## config.mk

```make
export PLATFORM = sky130hd
export DESIGN_NAME = vga_sync_gen
export DESIGN_NICKNAME = d
export VERILOG_FILES = /design/src/rtl/vga_sync_gen.sv
export SDC_FILE = /design/constraint.sdc
export NUM_CORES = 1
export LEC_CHECK = 0
export CAP_MARGIN = 40
export CORE_MARGIN = 2
export CORE_UTILIZATION = 53
export DETAILED_ROUTE_END_ITERATION = 6
export PLACE_DENSITY = 0.85
export SLEW_MARGIN = 15
export SYNTH_ARGS = -nofsm -noshare
export SYNTH_HDL_FRONTEND = slang
export SYNTH_SLANG_ARGS = --single-unit
```

## constraint.sdc

```tcl
create_clock -name pixelclock -period 4.5 [get_ports pixelclock]
set_clock_uncertainty 0.1 [all_clocks]
set_input_delay 0.675 -clock pixelclock [delete_from_list [all_inputs] [get_ports pixelclock]]
set_output_delay 0.675 -clock pixelclock [all_outputs]
set_load 0.02 [all_outputs]
```

## src/rtl/vga_sync_gen.sv

```systemverilog
// VGA raster timing generator: column/row counters with registered sync, draw and position.
// Define VGA_SYNC_FRAME_COUNT_EN to add the 8-bit frame_cnt output.
module vga_sync_gen #(
    parameter int   H_VISIBLE = 640,
    parameter int   H_FRONT   = 16,
    parameter int   H_SYNC    = 96,
    parameter int   H_BACK    = 48,
    parameter int   V_VISIBLE = 480,
    parameter int   V_FRONT   = 10,
    parameter int   V_SYNC    = 2,
    parameter int   V_BACK    = 33,
    parameter logic SYNC_POL  = 1'b0
) (
    input  logic       pixelclock,
    input  logic       reset,
    input  logic       ce,
    output logic       hsinc,
    output logic       vsinc,
    output logic       draw,
    output logic [9:0] h_pos,
    output logic [9:0] v_pos,
    output logic       frame_start
`ifdef VGA_SYNC_FRAME_COUNT_EN
    ,
    output logic [7:0] frame_cnt
`endif
);

    localparam int H_TOTAL = H_VISIBLE + H_FRONT + H_SYNC + H_BACK;
    localparam int V_TOTAL = V_VISIBLE + V_FRONT + V_SYNC + V_BACK;

    localparam logic [9:0]  H_LAST  = 10'(H_TOTAL - 1);
    localparam logic [9:0]  V_LAST  = 10'(V_TOTAL - 1);
    localparam logic [10:0] H_VEND  = 11'(H_VISIBLE);
    localparam logic [10:0] V_VEND  = 11'(V_VISIBLE);
    localparam logic [10:0] HS_BEG  = 11'(H_VISIBLE + H_FRONT);
    localparam logic [10:0] HS_END  = 11'(H_VISIBLE + H_FRONT + H_SYNC);
    localparam logic [10:0] VS_BEG  = 11'(V_VISIBLE + V_FRONT);
    localparam logic [10:0] VS_END  = 11'(V_VISIBLE + V_FRONT + V_SYNC);

    logic [9:0]  hc;
    logic [9:0]  vc;
    logic [10:0] hc_x;
    logic [10:0] vc_x;
    logic        h_wrap;
    logic        v_wrap;
    logic        vis_d;
    logic        hs_on;
    logic        vs_on;
    logic        origin;

    // 11-bit views so thresholds equal to 1024 still compare correctly
    always_comb begin
        hc_x   = {1'b0, hc};
        vc_x   = {1'b0, vc};
        h_wrap = (hc == H_LAST);
        v_wrap = h_wrap && (vc == V_LAST);
        vis_d  = (hc_x < H_VEND) && (vc_x < V_VEND);
        hs_on  = (hc_x >= HS_BEG) && (hc_x < HS_END);
        vs_on  = (vc_x >= VS_BEG) && (vc_x < VS_END);
        origin = (hc == 10'd0) && (vc == 10'd0);
    end

    always_ff @(posedge pixelclock) begin
        if (reset) begin
            hc <= '0;
            vc <= '0;
        end else if (ce) begin
            hc <= h_wrap ? 10'd0 : hc + 10'd1;
            if (h_wrap) begin
                vc <= v_wrap ? 10'd0 : vc + 10'd1;
            end
        end
    end

    always_ff @(posedge pixelclock) begin
        if (reset) begin
            hsinc <= ~SYNC_POL;
            vsinc <= ~SYNC_POL;
            draw  <= 1'b0;
            h_pos <= '0;
            v_pos <= '0;
        end else if (ce) begin
            hsinc <= hs_on ? SYNC_POL : ~SYNC_POL;
            vsinc <= vs_on ? SYNC_POL : ~SYNC_POL;
            draw  <= vis_d;
            h_pos <= hc;
            v_pos <= vc;
        end
    end

    // Single-clock pulse: drops on the next clock even when ce is low
    always_ff @(posedge pixelclock) begin
        if (reset) begin
            frame_start <= 1'b0;
        end else begin
            frame_start <= ce && origin;
        end
    end

`ifdef VGA_SYNC_FRAME_COUNT_EN
    logic wrap_pend;

    always_ff @(posedge pixelclock) begin
        if (reset) begin
            wrap_pend <= 1'b0;
            frame_cnt <= '0;
        end else if (ce) begin
            wrap_pend <= v_wrap;
            if (wrap_pend) begin
                frame_cnt <= frame_cnt + 8'd1;
            end
        end
    end
`endif

endmodule
```

==> impl_metrics.csv <==
group,metric,value,unit
outcome,status,"finished, final reports clean",
setup_path,startpoint,"ce",
clocking,h-tree-depth,2,
setup_path,ff2ff_setup_slack,2.29,ns
floorplanning,coreArea,0.00361,mm²
timing,hold_violations,0,
setup_path,cp_num_cells,5,
setup_path,worstSetupPathType,"input pin to register",
synth,avgSynthCellArea,9.12,µm²
setup_path,crit_family,"simple AND/OR/NAND/NOR gates",
detailed_routing,drt-initial-drc-count,80,
timing,slew_viol_final,0,
synth,synth_area_leaders,"dfxtp_1 (45%), mux2i_1 (12%), nor2_1 (7.5%)",
synth,synthDistinctLibCells,37,
layout,antenna_cells,0,
synth,synth_edf_count,0,
clocking,clk_path_buf_depth,2,
layout,finalInstanceArea,0.00234,mm²
setup_path,critical-path-slowest-cell,"or4b_1",
timing,max_freq,391,MHz
setup_path,crit_arrival,2.63,ns
detailed_routing,drt_first_pass_iters,4,
power,power_density,328,mW/mm²
clocking,cts.sinks,44,
clocking,cts-resized-gates,0,
synth,ys_warn_count,0,
detailed_routing,vias_per_cell,5.59,
setup_path,cp_max_fo,6,
timing,min_period,2.56,ns
worst_hold_path,holdPathStages,2,
power,power.internal,0.611,mW
synth,synth_area_leader_cell,"dfxtp_1",
global_route,antenna_found_initial,0,
synth,ys_seq_area_share,45.1,%
clocking,cts_buffers,5,
detailed_routing,wl_per_cell,14.1,µm
floorplanning,die_w,64.7,µm
clocking,root_buffer,"clkbuf_8",
timing,worst_slew_pin_slew,0.428,ns
clocking,clock_latency,0.29,ns
layout,nNetsFinal,240,
floorplanning,fp.dieH,64.7,µm
floorplanning,io_pins,27,
global_route,grt_pass1_vias,1462,
synth,postSynth.asyncResetShare,0,%
power,power.switching,0.158,mW
detailed_routing,post-route-drc-count,0,
power,peakVddDrop,0.263,mV
timing,relSlewSlack,71.2,%
clocking,cts_tree,"yes",
setup_path,reg2regPathDepth,4,
place,io_buffers,26,
place,dp_hpwl,2790,µm
job,drv_cap,0,
setup_path,r2r_start,"hc[5]",
floorplanning,dieArea,0.00418,mm²
timing,setup_viol,0,
clocking,cts_setup_buffers,0,
place,gp_congestion,0.935,
clocking,clkSlewWorstSetupHoldPaths,0.07,ns
worst_hold_path,worstHoldPathType,"register to register",
power,swShare,20.6,%
global_route,grt_max_degree,33,
synth,syn_nets,221,
place,placed_area,0.00222,mm²
floorplanning,floorplan.initialDensity,54.1,%
timing,fin_crit_sh,56.9,%
setup_path,reg2reg_to,"vc[8]",
timing,timing.setup.tns,0,ns
power,p_clk_share,41.8,%
detailed_routing,routed_wl,3970,µm
setup_path,slowest_delay,0.58,ns
setup_path,cp-end-kind,"register",
timing,grt_setup_unrepaired,"no",
setup_path,required,4.57,ns
layout,synthToLayoutAreaGrowth,20.1,%
floorplanning,num_rows,22,
power,share_seq_of_total_power,52.3,%
global_route,grt_use_total,21.4,%
detailed_routing,num_vias,1576,
power,p_leak,0.887,nW
synth,synth_top_area_share,45.1,%
setup_path,crit_chain,"clkdlybuf4s50_1 > or4b_1 > or3_1 > o41ai_2 > a21oi_1",
setup_path,worst-path-buf-inv,1,
layout,fillers,294,
layout,layout-drive-gt1-share,5.13,%
synth,syn_area,0.00195,mm²
global_route,grt-ovfl-total,0,
detailed_routing,ant_nets,0,
global_route,grt_pass1_wl,6930,µm
clocking,hold_buffers,0,
synth,synth_cells,214,
synth,synth_ff_type,"dfxtp_1",
synth,synth_seq_cells,44,
setup_path,start_kind,"input pin",
layout,final_util,65.0,%
power,power_frac_comb,5.9,%
setup_path,endpoint,"vc[8]",
Yosys cell counts (2+ instances only):
library cell / instances
o21ai_1: 3
or3_1: 2
nand4_1: 10
clkbuf_1: 11
and3_1: 4
dfxtp_1: 44
xor2_1: 5
a21oi_1: 4
nor2b_1: 2
nor2_1: 39
inv_1: 7
nor4_1: 2
buf_1: 2
xnor2_1: 6
ha_1: 4
buf_2: 2
o311ai_0: 2
nor3_1: 7
nand2b_1: 3
nand2_1: 8
nor4b_1: 2
nand3_1: 7
mux2i_1: 23
o31ai_1: 2
placed cells by master (no fill, tap or decap), types with 2 or more instances in the layout:
master	n
dfxtp_1	44
nor2_1	39
clkdlybuf4s50_1	26
mux2i_1	23
nand4_1	10
nand2_1	8
inv_1	7
nand3_1	7
nor3_1	7
clkbuf_8	7
xnor2_1	6
xor2_1	5
and3_1	4
a21oi_1	4
ha_1	4
nand2b_1	3
o21ai_1	3
or3_1	2
o311ai_0	2
nor2b_1	2
nor4_1	2
o31ai_1	2
nor4b_1	2
buf_4	2
metrics by stage:
step                worst slack, ns  hold WS (ns)  power [mW]  std cells
detailed placement             1.63         0.359       0.456        274
CTS                            1.95         0.387       0.776        282
floorplan                      2.05         0.363       0.442        214
finish                         1.94         0.382       0.769        282
global placement               1.67         0.360       0.455        274
global route                   1.85         0.421       0.794        282
final cells by class:
cell class	count	area, µm²	share of cell area [%]
sequential	44	881	37.6
multi-input combinational	147	975	41.6
clock buffer	7	96.3	4.11
timing repair buffer	28	275	11.7
inverter	7	26.3	1.12
tap	48	60.1	2.56
clock inverter	1	30.0	1.28
flip-flops by register name, summed over array words and instances, names as in the netlist:
name,flops
hsinc,1
h_pos,10
v_pos,10
frame_start,1
vc,10
draw,1
vsinc,1
hc,10
routing by layer:
layer | track usage (%) | wire length, µm | up-vias
li1 | - | - | 782
met1 | 29.8 | 1890 | 735
met2 | 31.5 | 1760 | 49
met3 | 6.60 | 250 | 10
met4 | 7.45 | 73 | 0
met5 | 0 | 0 | -
power groups by stage:
stage | clock, mW | combinational, mW | sequential, mW
detailed placement | 0 | 0.0454 | 0.411
global route | 0.341 | 0.0501 | 0.403
CTS | 0.328 | 0.0456 | 0.402
floorplan | 0 | 0.0312 | 0.411
finish | 0.322 | 0.0450 | 0.402
global placement | 0 | 0.0444 | 0.411
worst min-delay path by stage:
| stage | startpoint | endpoint |
|---|---|---|
| finish | vsinc | vsinc |
| global route | vsinc | vsinc |
| CTS | vsinc | vsinc |
| detailed placement | vsinc | vsinc |
| global placement | vsinc | vsinc |
| floorplan | vc[8] | vc[8] |
tightest hold or removal path, stage by stage (launching register included):
cell	delay (ns)
dfxtp_1	0.34
o21ai_1	0.06
nand2_1	0.06
kinds of logic (layout without fill, tap and decap cells):
group | Yosys count | count (layout) | synth area share [%]
adder cells (fa/ha/maj) | 4 | 4 | 2.56
AO/OA/AOI/OAI | 18 | 18 | 6.86
XOR/XNOR | 11 | 11 | 4.94
flip-flops | 44 | 44 | 45.1
multiplexers | 23 | 23 | 11.8
AND/OR/NAND/NOR | 91 | 91 | 23.8
buffers and inverters | 23 | 43 | 4.94
(Power assumes the default switching activity.)
==> variant 1, RTL diff (config.mk and constraints unchanged) <==
The parameter `SYNC_POL` goes from 1'b0 to 1'b1.
--- a/src/rtl/vga_sync_gen.sv
+++ b/src/rtl/vga_sync_gen.sv
@@ -10,5 +10,5 @@
     parameter int   V_SYNC    = 2,
     parameter int   V_BACK    = 33,
-    parameter logic SYNC_POL  = 1'b0
+    parameter logic SYNC_POL  = 1'b1
 ) (
     input  logic       pixelclock,
Formal check against the unedited RTL: not equivalent (Yosys sat finds a counterexample within 4 cycles, from zero or initial values and one cycle with reset high).
==> variant 1 against the unedited design <==
Sequential share of layout area up 0.22 points; total power shrank 9.7%; sequential power hardly changed; sequential cell count is the same; count of clock-buffer cells in the layout down 1; largest power group unchanged; area after synthesis down 0.26%; cell area fell by 0.59%; worst setup slack worse by 0.20 ns; critical path depth is 1 higher; critical path type unchanged; non-clock buffer count rose by 1; routed wire length is 0.35% lower.
==> variant 1: results (changes against the unedited design) <==
logic_synthesis:
  avgSynthCellArea_um2: 9.098  # -0.26%
  yosysSeqAreaShare_pct: 45.24  # +0.12 points
  ys_top_cells_by_area: "dfxtp_1, mux2i_1, nor2_1, a21oi_1, ha_1"
  synth_edf_count: 0  # unchanged
  yosys-top-cells-count: "dfxtp_1, nor2_1, mux2i_1, nand2_1, a21oi_1"
  synth_cell_types: 39  # +5.4%
  synth_fp_nets: 221  # unchanged
pwr:
  p_leak_nw: 0.8796  # -0.82%
  vdd_ir_drop_max_mv: 0.2300  # -12%
global_route:
  grtUsageTotal_pct: 21.05  # -0.38 points
  grt_max_degree: 36  # +9.1%
  first_global_vias: 1520  # +4.0%
  grt_pass1_wl_mm: 6.755  # -2.6%
critical_path:
  cp.arrival_ns: 2.90  # +0.27 ns
  cp_max_fo: 30  # +24
routing:
  routedWlPerCell_um: 13.79  # -2.1%
  drt-pass1-iter-count: 4  # unchanged
  routed_wl_mm: 3.958  # -0.35%
  drt_iter0_drc: 128  # +60%
  vias: 1579  # +0.19%
clocking:
  cts-root-buf: "clkbuf_8"
  cts_buffers: 5  # unchanged
  clockBufferDepth: 2  # unchanged
  cts_setup_buffers: 0  # unchanged
place:
  gp_congestion: 0.8697  # -7.0%
  place_inst: 279  # +1.8%
  place_area_mm2: 0.002237  # +0.90%
  dp_hpwl_mm: 2.702  # -3.2%
  dp_slack_ns: 1.431  # -0.1997 ns
hold_path:
  hold_class: "reg2reg"
layout:
  fill_cells: 304  # +3.4%
  fin_nets: 245  # +2.1%
  drive_gt1_share_pct: 7.950  # +2.8 points
outcome:
  status: "complete, no violations"
sta:
  relSlewSlack_pct: 44.28  # -27 points
==> variant 1: logic make-up after synthesis <==
logic type,count (synthesis),share of synthesized area (%)
AO/OA/AOI/OAI,27,8.677
adder cells (fa/ha/maj),4,2.571
XOR/XNOR,8,3.599
AND/OR/NAND/NOR,90,25.19
multiplexers,20,10.28
flip-flops,44,45.24
buffers and inverters,21,4.434
==> variant 1: final timing paths <==
check | slack, ns | cells after the start | to | from
max | 1.74 | 6 | vc[7] | ce
min | 0.37 | 2 | draw | draw
max reg2reg | 2.33 | 5 | vc[7] | hc[0]
min reg2reg | 0.37 | 2 | draw | draw
==> variant 1: routing by layer <==
metal	up-vias	GRT usage, %	part of all wire [%]
met5	-	0	0
met4	0	9.043	2.4
met3	10	6.944	5.1
met2	39	34.38	47
met1	731	25.33	46
li1	799	-	-
==> variant 1: critical path, stage by stage <==
cell and delay [ns]:
clkdlybuf4s50_1 0.45, buf_4 0.37, nand2_1 0.18, or3_1 0.53
or4_1 0.53, a21oi_1 0.15
==> variant 1: area by class of cell <==
| type | instances | area (um2) | area share [%] |
|---|---|---|---|
| clock inverters | 2 | 10.01 | 0.4296 |
| multi-input cells | 149 | 979.7 | 42.05 |
| flip-flops and latches | 44 | 880.8 | 37.81 |
| well taps | 48 | 60.06 | 2.578 |
| inverters | 9 | 33.78 | 1.450 |
| repair buffers | 29 | 282.8 | 12.14 |
| clock buffers | 6 | 82.58 | 3.545 |
==> variant 1: power by group <==
group / leakage, nW / switching (mW) / total, mW / internal [mW]
clock: 0.0510 / 0.127 / 0.249 / 0.122
combinational: 0.473 / 0.0258 / 0.0439 / 0.0182
sequential: 0.356 / 0.00656 / 0.401 / 0.395
total: 0.880 / 0.159 / 0.695 / 0.535
==> variant 2, RTL diff (config.mk and constraints unchanged) <==
Made on the original files. Put one more register stage on the output `v_pos`. The value now appears one clock later. The other outputs are not delayed to match.
--- a/src/rtl/vga_sync_gen.sv
+++ b/src/rtl/vga_sync_gen.sv
@@ -38,4 +38,6 @@
     localparam logic [10:0] VS_BEG  = 11'(V_VISIBLE + V_FRONT);
     localparam logic [10:0] VS_END  = 11'(V_VISIBLE + V_FRONT + V_SYNC);
+
+    logic [9:0] v_pos_s0;
 
     logic [9:0]  hc;
@@ -80,5 +82,5 @@
             draw  <= 1'b0;
             h_pos <= '0;
-            v_pos <= '0;
+            v_pos_s0 <= '0;
         end else if (ce) begin
             hsinc <= hs_on ? SYNC_POL : ~SYNC_POL;
@@ -86,5 +88,5 @@
             draw  <= vis_d;
             h_pos <= hc;
-            v_pos <= vc;
+            v_pos_s0 <= vc;
         end
     end
@@ -115,3 +117,7 @@
 `endif
 
+    always_ff @(posedge pixelclock) begin
+        v_pos <= v_pos_s0;
+    end
+
 endmodule
Function: no difference found for any inputs over 10 cycles, from zero or initial values and one cycle with reset high; that may be too few to reach the edited logic, so the function may still have changed.
==> variant 2 against the unedited design <==
Sequential cell count increased by 10; worst setup slack got worse by 0.13 ns; area after synthesis up 11%; routed wire length increased by 7.0%; total power grew 1.9%; cell count is 7.1% higher; cell area up 9.1%; largest power group unchanged.
==> variant 2: results (changes against the unedited design) <==
outcome:
  status: "complete, no violations"
routing:
  dr_wl_met3_um: 234  # -6.4%
  vias: 1704  # +8.1%
  wl_met2_mm: 2.016  # +14%
  wl_met1_mm: 1.903  # +0.90%
  drt_iter0_drc: 79  # -1.3%
  routed_wl_mm: 4.249  # +7.0%
  drt-pass1-iter-count: 4  # unchanged
place:
  dp_hpwl_mm: 2.942  # +5.4%
  gp_congestion: 0.9059  # -3.1%
  place_area_mm2: 0.002467  # +11%
  port_buffers: 26  # unchanged
  dp_slack_ns: 1.479  # -0.1517 ns
global_route:
  met2_usage_pct: 33.01  # +1.5 points
  first_global_vias: 1560  # +6.7%
  grt_max_degree: 36  # +9.1%
  grt_pass1_wl_mm: 7.251  # +4.6%
  grt_use_met3_pct: 5.757  # -0.84 points
  grtUsageTotal_pct: 20.81  # -0.63 points
  use_met1_pct: 25.85  # -4.0 points
layout:
  nNonClkBuffers: 29  # +3.6%
  nNonClkInverters: 10  # +3
  drive_gt1_share_pct: 5.952  # +0.82 points
  multi_input_area_mm2: 0.001003  # +3.0%
  syn_to_final_growth_pct: 17.88
  comb.multi_input.count: 151  # +2.7%
  clkbuf_count: 5  # -2
  clkCellAreaFrac_pct: 3.523  # -1.9 points
  fill_cells: 339  # +15%
  fin_nets: 258  # +7.5%
  final-seq-area_mm2: 0.001081  # +23%
  bufAreaShareNonClock_pct: 11.06  # -0.69 points
critical_path:
  reg2reg_slack_ns: 2.33  # +0.04 ns
  cp_top_family: "buffers and inverters"
  cp.arrival_ns: 2.79  # +0.16 ns
  cp_max_fo: 35  # +29
  max_stage_delay_ns: 0.46  # -0.12 ns
  slowest_stage: "clkdlybuf4s50_1"
clocking:
  clk_pin_slew_ns: 0.09  # +0.02 ns
  insertion_delay_ns: 0.31  # +0.02 ns
pwr:
  vdd_ir_drop_max_mv: 0.2383  # -9.3%
  p_leak_nw: 1.019  # +15%
  internal-power_mw: 0.6062  # -0.75%
logic_synthesis:
  yosys-top-cells-count: "dfxtp_1, nor2_1, mux2i_1, o21ai_0, inv_1"
  synth_compound_area_share_pct: 10.50  # +3.6 points
  yosysSeqAreaShare_pct: 49.83  # +4.7 points
  syn_area_mm2: 0.002170  # +11%
  synth_fp_nets: 234  # +5.9%
  yosys.area_share.adder_pct: 2.307  # -0.26 points
  ys_top_cells_by_area: "dfxtp_1, mux2i_1, nor2_1, o21ai_0, a22o_1"
  synthXorXnorAreaFrac_pct: 2.826  # -2.1 points
  ys_ff_latch: 54  # +23%
  muxShareOfSynthArea_pct: 9.227  # -2.6 points
sta:
  whs_ns: 0.2501  # -0.1320 ns
  setup_ws_ns: 1.814  # -0.1256 ns
  max_slew.worst_pin.slew_ns: 0.5879  # +0.1601 ns
hold_path:
  hold_class: "reg2reg"
## variant 2: per-stage QoR
| stage | std cells | util (%) |
|---|---|---|
| after CTS | 302 | 64.40 |
| after global placement | 293 | 61.94 |
| after floorplan | 227 | - |
| final | 302 | 64.40 |
| after global routing | 302 | 64.40 |
| after detailed placement | 294 | 62.13 |
## variant 2: path summary, 6_finish.rpt
| path | from | endpoint | depth (start not counted) |
|---|---|---|---|
| hold / removal | v_pos_s0[7] | v_pos[7] | 0 |
| setup / recovery | ce | vc[8] | 7 |
| hold reg to reg | v_pos_s0[7] | v_pos[7] | 0 |
| setup reg to reg | hc[0] | vc[8] | 6 |
## variant 2: power by group through the flow
stage | Sequential, mW | Clock (mW) | Combinational [mW]
after CTS | 0.485 | 0.274 | 0.0378
after floorplan | 0.497 | 0 | 0.0242
final | 0.484 | 0.262 | 0.0374
after global placement | 0.496 | 0 | 0.0362
after detailed placement | 0.496 | 0 | 0.0376
after global routing | 0.485 | 0.292 | 0.0413
